<file path="config.mk">
export PLATFORM = sky130hd
export DESIGN_NAME = aurora_20g_adc_pgen
export DESIGN_NICKNAME = d
export VERILOG_FILES = /design/src/rtl/aurora_20g_adc_pgen.sv
export SDC_FILE = /design/constraint.sdc
export NUM_CORES = 1
export LEC_CHECK = 0
export ABC_CLOCK_PERIOD_IN_PS = 3600
export CORE_ASPECT_RATIO = 2
export CORE_MARGIN = 1
export CORE_UTILIZATION = 30
export DETAILED_ROUTE_END_ITERATION = 6
export GPL_TIMING_DRIVEN = 0
export HOLD_SLACK_MARGIN = 0.06
export PLACE_DENSITY = 0.61
export SYNTH_ARGS = -nofsm -noshare
export SYNTH_HDL_FRONTEND = slang
export SYNTH_SLANG_ARGS = --single-unit
</file>
<file path="constraint.sdc">
create_clock -name clk -period 3.6 [get_ports clk]
set_clock_uncertainty 0.1 [all_clocks]
set_input_delay 0.72 -clock clk [delete_from_list [all_inputs] [get_ports clk]]
set_output_delay 0.72 -clock clk [all_outputs]
set_load 0.02 [all_outputs]
</file>
<file path="src/rtl/aurora_20g_adc_pgen.sv">
// Test-pattern source for the ADC-path checker over the 20G Aurora link.
// Emits 8 x 16-bit lane words {b+3..b, b+3..b}, each repeated for 4 accepted beats, in shaped bursts.
module aurora_20g_adc_pgen #(
    parameter int DATA_WD = 128,
    parameter int CNT_WD  = 16
) (
    input  logic               clk,
    input  logic               rst_n,
    input  logic               cfg_rst,
    input  logic               cfg_start,
    input  logic               cfg_stop,
    input  logic [CNT_WD-1:0]  cfg_burst_len,
    input  logic [CNT_WD-1:0]  cfg_gap_len,
    input  logic [CNT_WD-1:0]  cfg_burst_num,
    input  logic               cfg_err_inj,
    input  logic               adc_rdy,
    output logic               adc_vld,
    output logic [DATA_WD-1:0] adc_data,
    output logic               busy,
    output logic               done,
    output logic [31:0]        tx_cnt
);

    typedef enum logic [1:0] {
        S_IDLE,
        S_BURST,
        S_GAP,
        S_DONE
    } state_t;

    state_t              state;
    logic [15:0]         base;
    logic [1:0]          idx;
    logic                inj_lat;
    logic                stop_lat;
    logic [CNT_WD-1:0]   beat_cnt;
    logic [CNT_WD-1:0]   gap_cnt;
    logic [CNT_WD-1:0]   burst_cnt;
    logic [CNT_WD-1:0]   len_q;
    logic [CNT_WD-1:0]   gap_q;
    logic [CNT_WD-1:0]   num_q;

    logic                accept;
    logic                stop_req;
    logic                inj_any;
    logic [15:0]         base_adv;
    logic [CNT_WD-1:0]   beat_inc;
    logic [CNT_WD-1:0]   gap_inc;
    logic [CNT_WD-1:0]   burst_inc;
    logic [DATA_WD-1:0]  nxt_word;

    function automatic logic [DATA_WD-1:0] make_word(input logic [15:0] b, input logic flip);
        logic [DATA_WD-1:0] w;
        w = '0;
        for (int unsigned k = 0; k < 8; k++) begin
            w[16*k +: 16] = b + 16'(k % 4);
        end
        w[0] = w[0] ^ flip;
        return w;
    endfunction

    // The injected error is bound to a beat only when that beat is loaded, so a
    // stalled word never changes and pulses during a stall collapse into one error.
    always_comb begin
        accept    = adc_vld & adc_rdy;
        stop_req  = stop_lat | cfg_stop;
        inj_any   = inj_lat | cfg_err_inj;
        base_adv  = (accept && idx == 2'd3) ? base + 16'd4 : base;
        beat_inc  = beat_cnt + 1'b1;
        gap_inc   = gap_cnt + 1'b1;
        burst_inc = burst_cnt + 1'b1;
        nxt_word  = make_word(base_adv, inj_any);
    end

    always_ff @(posedge clk) begin
        if (!rst_n || cfg_rst) begin
            state     <= S_IDLE;
            adc_vld   <= 1'b0;
            adc_data  <= '0;
            busy      <= 1'b0;
            done      <= 1'b0;
            tx_cnt    <= '0;
            base      <= '0;
            idx       <= '0;
            inj_lat   <= 1'b0;
            stop_lat  <= 1'b0;
            beat_cnt  <= '0;
            gap_cnt   <= '0;
            burst_cnt <= '0;
            len_q     <= '0;
            gap_q     <= '0;
            num_q     <= '0;
        end else begin
            if (accept) begin
                tx_cnt <= tx_cnt + 32'd1;
                idx    <= idx + 2'd1;
                base   <= base_adv;
            end
            inj_lat <= inj_any;

            case (state)
                S_IDLE, S_DONE: begin
                    stop_lat <= 1'b0;
                    if (cfg_start) begin
                        state     <= S_BURST;
                        adc_vld   <= 1'b1;
                        adc_data  <= nxt_word;
                        inj_lat   <= 1'b0;
                        busy      <= 1'b1;
                        done      <= 1'b0;
                        burst_cnt <= '0;
                        beat_cnt  <= '0;
                        len_q     <= cfg_burst_len;
                        gap_q     <= cfg_gap_len;
                        num_q     <= cfg_burst_num;
                    end
                end

                S_BURST: begin
                    if (cfg_stop) stop_lat <= 1'b1;
                    if (accept) begin
                        beat_cnt <= beat_inc;
                        if (stop_req) begin
                            state    <= S_IDLE;
                            adc_vld  <= 1'b0;
                            busy     <= 1'b0;
                            stop_lat <= 1'b0;
                        end else if (len_q != '0 && beat_inc == len_q) begin
                            burst_cnt <= burst_inc;
                            beat_cnt  <= '0;
                            if (num_q != '0 && burst_inc == num_q) begin
                                state   <= S_DONE;
                                adc_vld <= 1'b0;
                                busy    <= 1'b0;
                                done    <= 1'b1;
                            end else if (gap_q != '0) begin
                                state   <= S_GAP;
                                adc_vld <= 1'b0;
                                gap_cnt <= '0;
                            end else begin
                                adc_data <= nxt_word;
                                inj_lat  <= 1'b0;
                                len_q    <= cfg_burst_len;
                                gap_q    <= cfg_gap_len;
                            end
                        end else begin
                            adc_data <= nxt_word;
                            inj_lat  <= 1'b0;
                        end
                    end
                end

                S_GAP: begin
                    if (stop_req) begin
                        state    <= S_IDLE;
                        busy     <= 1'b0;
                        stop_lat <= 1'b0;
                    end else if (gap_inc == gap_q) begin
                        state    <= S_BURST;
                        adc_vld  <= 1'b1;
                        adc_data <= nxt_word;
                        inj_lat  <= 1'b0;
                        gap_cnt  <= '0;
                        len_q    <= cfg_burst_len;
                        gap_q    <= cfg_gap_len;
                    end else begin
                        gap_cnt <= gap_inc;
                    end
                end

                default: state <= S_IDLE;
            endcase
        end
    end

endmodule

</file>
==> flow_metrics.tcl <==
set metrics [dict create \
    die_w_um 131.6 \
    dr.pass1.iters 5 \
    synth_area_um2 10080 \
    peakVddDrop_v 0.0003459 \
    drc 0 \
    first_iter_violations 394 \
    yosys_warnings 0 \
    p_int_mw 3.157 \
    die_y_um 261.2 \
    hold_path_class "reg -> reg" \
    clkLatencyLatePin_ns 0.46 \
    critPathArrivalTime_ns 3.74 \
    hold_viol 0 \
    drv_slew 0 \
    leakagePower_nw 5.194 \
    syn2layout_area_growth_pct 36.23 \
    wl_met1_mm 11.68 \
    core_um2 32930 \
    max_slew_margin_pct 45.52 \
    syn_avg_cell_area_um2 8.004 \
    synth-edff-count 0 \
    totalWireLength_mm 33.14 \
    clk_path_buf_depth 2 \
    io_pins 218 \
    postPlaceCellArea_um2 12740 \
    synth_cell_types 75 \
    postCtsHoldBufs 0 \
    switching_share_pct 26.91 \
    power_density_nw_per_um2 314.7 \
    routed-wl-met2_mm 18.04 \
    overflow 0 \
    period_minus_slack_ns 3.538 \
    cts_tree "built" \
    gp_congestion 0.9517 \
    crit_type "reg -> reg" \
    wl_per_cell_um 17.03 \
    drv_cap 0 \
    utilization_pct 41.69 \
    power_frac_seq_pct 44.1 \
    fmax_mhz 282.6 \
    grt_setup_unrepaired "true" \
    ys_seq_area_share_pct 33.18 \
    async_flop_share_pct 0 \
    drive_gt1_share_pct 15.98 \
    tightest_slew_ns 0.8172 \
    synth-seq-cells 167 \
    worstSetupStartpointType "register" \
    vias 9900 \
    clock-root-buffer "clkbuf_16" \
    status "complete, no violations" \
    num_rows 94 \
    p_sw_mw 1.163 \
    numCtsBuffers 17 \
    hpwlAfterDp_mm 25.58 \
    htree_levels 4 \
    dr_wl_met3_mm 1.618 \
    design_area_um2 13730 \
    setup-violations-final 0 \
    grt_max_degree 17 \
    start_util_pct 30.60 \
    grtUsageTotal_pct 19.10 \
    highest_layer "met4" \
    fin_nets 1564 \
    via_per_inst 5.087 \
    multi_input_area_um2 5817 \
    hold_ws_ns 0.3614 \
    synthCells 1259 \
    cp-end-kind "register" \
    drtAntennaViolNets 0 \
    grt_pass1_vias 9624 \
    power_mw 4.320 \
    grt_first_pass_wirelength_mm 51.39 \
    cts.sinks 167 \
    path_clk_slew_ns 0.07 \
    worst-endpoint-required_ns 3.81 \
    ys.flop_type "dfxtp_1" \
    combPwrFrac_pct 12.3 \
    io_buffers 210 \
    pwr-share-clk_pct 43.6 \
    final-seq-area_um2 3361 \
    antenna_cells 0 \
    path_max_fanout 10 \
    fin_crit_sh_pct 98.28 \
    antenna_found_initial 0 \
    fill_cells 3355 \
    die_area_um2 34370 \
]
[final cells by class]
| type | instances | area share (%) |
|---|---|---|
| well taps | 432 | 3.937 |
| inverters | 15 | 0.4101 |
| plain buffers | 182 | 8.449 |
| clock buffers | 21 | 3.281 |
| flip-flops and latches | 167 | 24.48 |
| repair buffers | 224 | 16.08 |
| multi-input cells | 894 | 42.37 |
| clock inverters | 11 | 0.9934 |
[kinds of logic after synthesis]
| family | Yosys count | share of synthesized area [%] |
|---|---|---|
| simple gates | 521 | 26.25 |
| buf+inv | 204 | 11.98 |
| compound gates | 210 | 14.09 |
| fa+ha+maj | 8 | 0.9933 |
| flops | 167 | 33.18 |
| xor+xnor | 102 | 8.865 |
| mux | 46 | 4.606 |
| other cells | 1 | 0.03721 |
[synthesized netlist by cell type (all sizes together), types with 3 or more instances]
cell / count / area, um^2
o21a: 7 / 52.55
mux2: 3 / 33.78
nand4: 33 / 227.7
mux2i: 43 / 430.4
or4: 15 / 116.4
a21oi: 54 / 270.3
nand3b: 4 / 30.03
or3: 21 / 131.4
clkbuf: 51 / 191.4
a311o: 5 / 50.05
xnor2: 51 / 446.7
and3: 15 / 93.84
and2: 13 / 81.33
inv: 15 / 56.30
o211a: 5 / 50.05
buf: 138 / 959.7
nor3b: 6 / 45.04
nor2: 124 / 465.5
nor3: 30 / 160.2
a31oi: 4 / 25.02
o31ai: 4 / 43.79
o211ai: 20 / 150.1
a32o: 11 / 110.1
o21ai: 57 / 285.3
nand3: 47 / 235.2
a211oi: 6 / 45.04
a31o: 3 / 26.28
ha: 8 / 100.1
xor2: 51 / 446.7
o41ai: 7 / 80.08
nor4: 29 / 187.7
dfxtp: 167 / 3343
o311ai: 5 / 43.79
nor2b: 15 / 93.84
nand2b: 15 / 93.84
nand2: 133 / 501.7
and4: 11 / 96.34
[cell usage in the layout (no fill, tap or decap), types with 6 or more instances in the layout]
cell type / instances
clkbuf_1: 37
o211ai_1: 20
or4_1: 11
nor2_1: 123
nand3_1: 45
o21a_1: 7
xnor2_1: 50
and4_1: 11
a211oi_1: 6
and2_1: 12
a32o_1: 11
and3_1: 15
clkbuf_16: 17
nand2_1: 132
mux2i_1: 42
nand4_1: 31
conb_1: 7
o21ai_0: 55
buf_4: 130
nand2b_1: 14
dfxtp_1: 155
clkbuf_2: 7
nor3b_1: 6
nor4_1: 23
inv_1: 15
nor2b_1: 14
clkdlybuf4s50_1: 210
a21oi_1: 54
buf_1: 9
nor3_1: 24
or3_1: 20
dfxtp_2: 11
xor2_1: 51
buf_2: 11
[sequential cells by signal, indices dropped and copies added (netlist names), 2 cells and up]
| signal | cells |
|---|---|
| tx_cnt | 32 |
| adc_data | 16 |
| beat_cnt | 16 |
| burst_cnt | 16 |
| gap_cnt | 16 |
| gap_q | 16 |
| len_q | 16 |
| num_q | 16 |
| base | 14 |
| idx | 2 |
| state | 2 |
[power by group through the flow]
stage | combinational [mW] | sequential [mW] | clock, mW
finish | 0.531 | 1.91 | 1.88
global route | 0.576 | 1.91 | 2.00
CTS | 0.520 | 1.91 | 1.91
detailed placement | 0.505 | 1.95 | 0
global placement | 0.501 | 1.95 | 0
floorplan | 0.315 | 1.94 | 0
[worst paths after layout]
kind,slack (ns),cells past startpoint,from,to
setup reg to reg,0.06,12,gap_cnt[0],gap_cnt[10]
hold reg to reg,0.36,2,idx[1],idx[1]
hold / removal,0.36,2,idx[1],idx[1]
setup / recovery,0.06,12,gap_cnt[0],gap_cnt[10]
[metrics by stage]
| step | instances | setup slack (ns) | TNS [ns] |
|---|---|---|---|
| 2_1_floorplan | 1265 | 0.2997 | 0 |
| 3_3_place_gp | 1907 | -0.6428 | -42.19 |
| 3_5_place_dp | 1907 | -0.6911 | -44.77 |
| 4_1_cts | 1949 | -0.01264 | -0.01264 |
| 5_1_grt | 1946 | -0.09185 | -0.5944 |
| 6_report | 1946 | 0.06201 | 0 |
[what timing repair did]
action / 4_1_cts / 5_1_grt
resized for setup: 43 / 48
endpoints found under the hold margin: 0 / 0
setup buffers: 12 / 2
pin swaps: 5 / 1
endpoints found under the setup margin: 99 / 82
cloned: 0 / 0
[critical path, cell delays in order, from the launching register on]
cell and delay [ns]:
dfxtp_4 0.42, ha_4 0.21, nand3_2 0.17, or2_1 0.26, clkbuf_1 0.23, xnor2_2 0.22
o221ai_1 0.17, or4_4 0.59, o21ai_4 0.22, buf_4 0.21, a21oi_1 0.07, o311ai_2 0.34
o41ai_4 0.17
[layer usage]
layer / vias to the layer above / global-route usage [%]
li1: 4817 / -
met1: 4631 / 18.31
met2: 346 / 37.04
met3: 106 / 3.155
met4: 0 / 12.89
met5: - / 0
No activity file was read; power rests on OpenSTA's default activity.
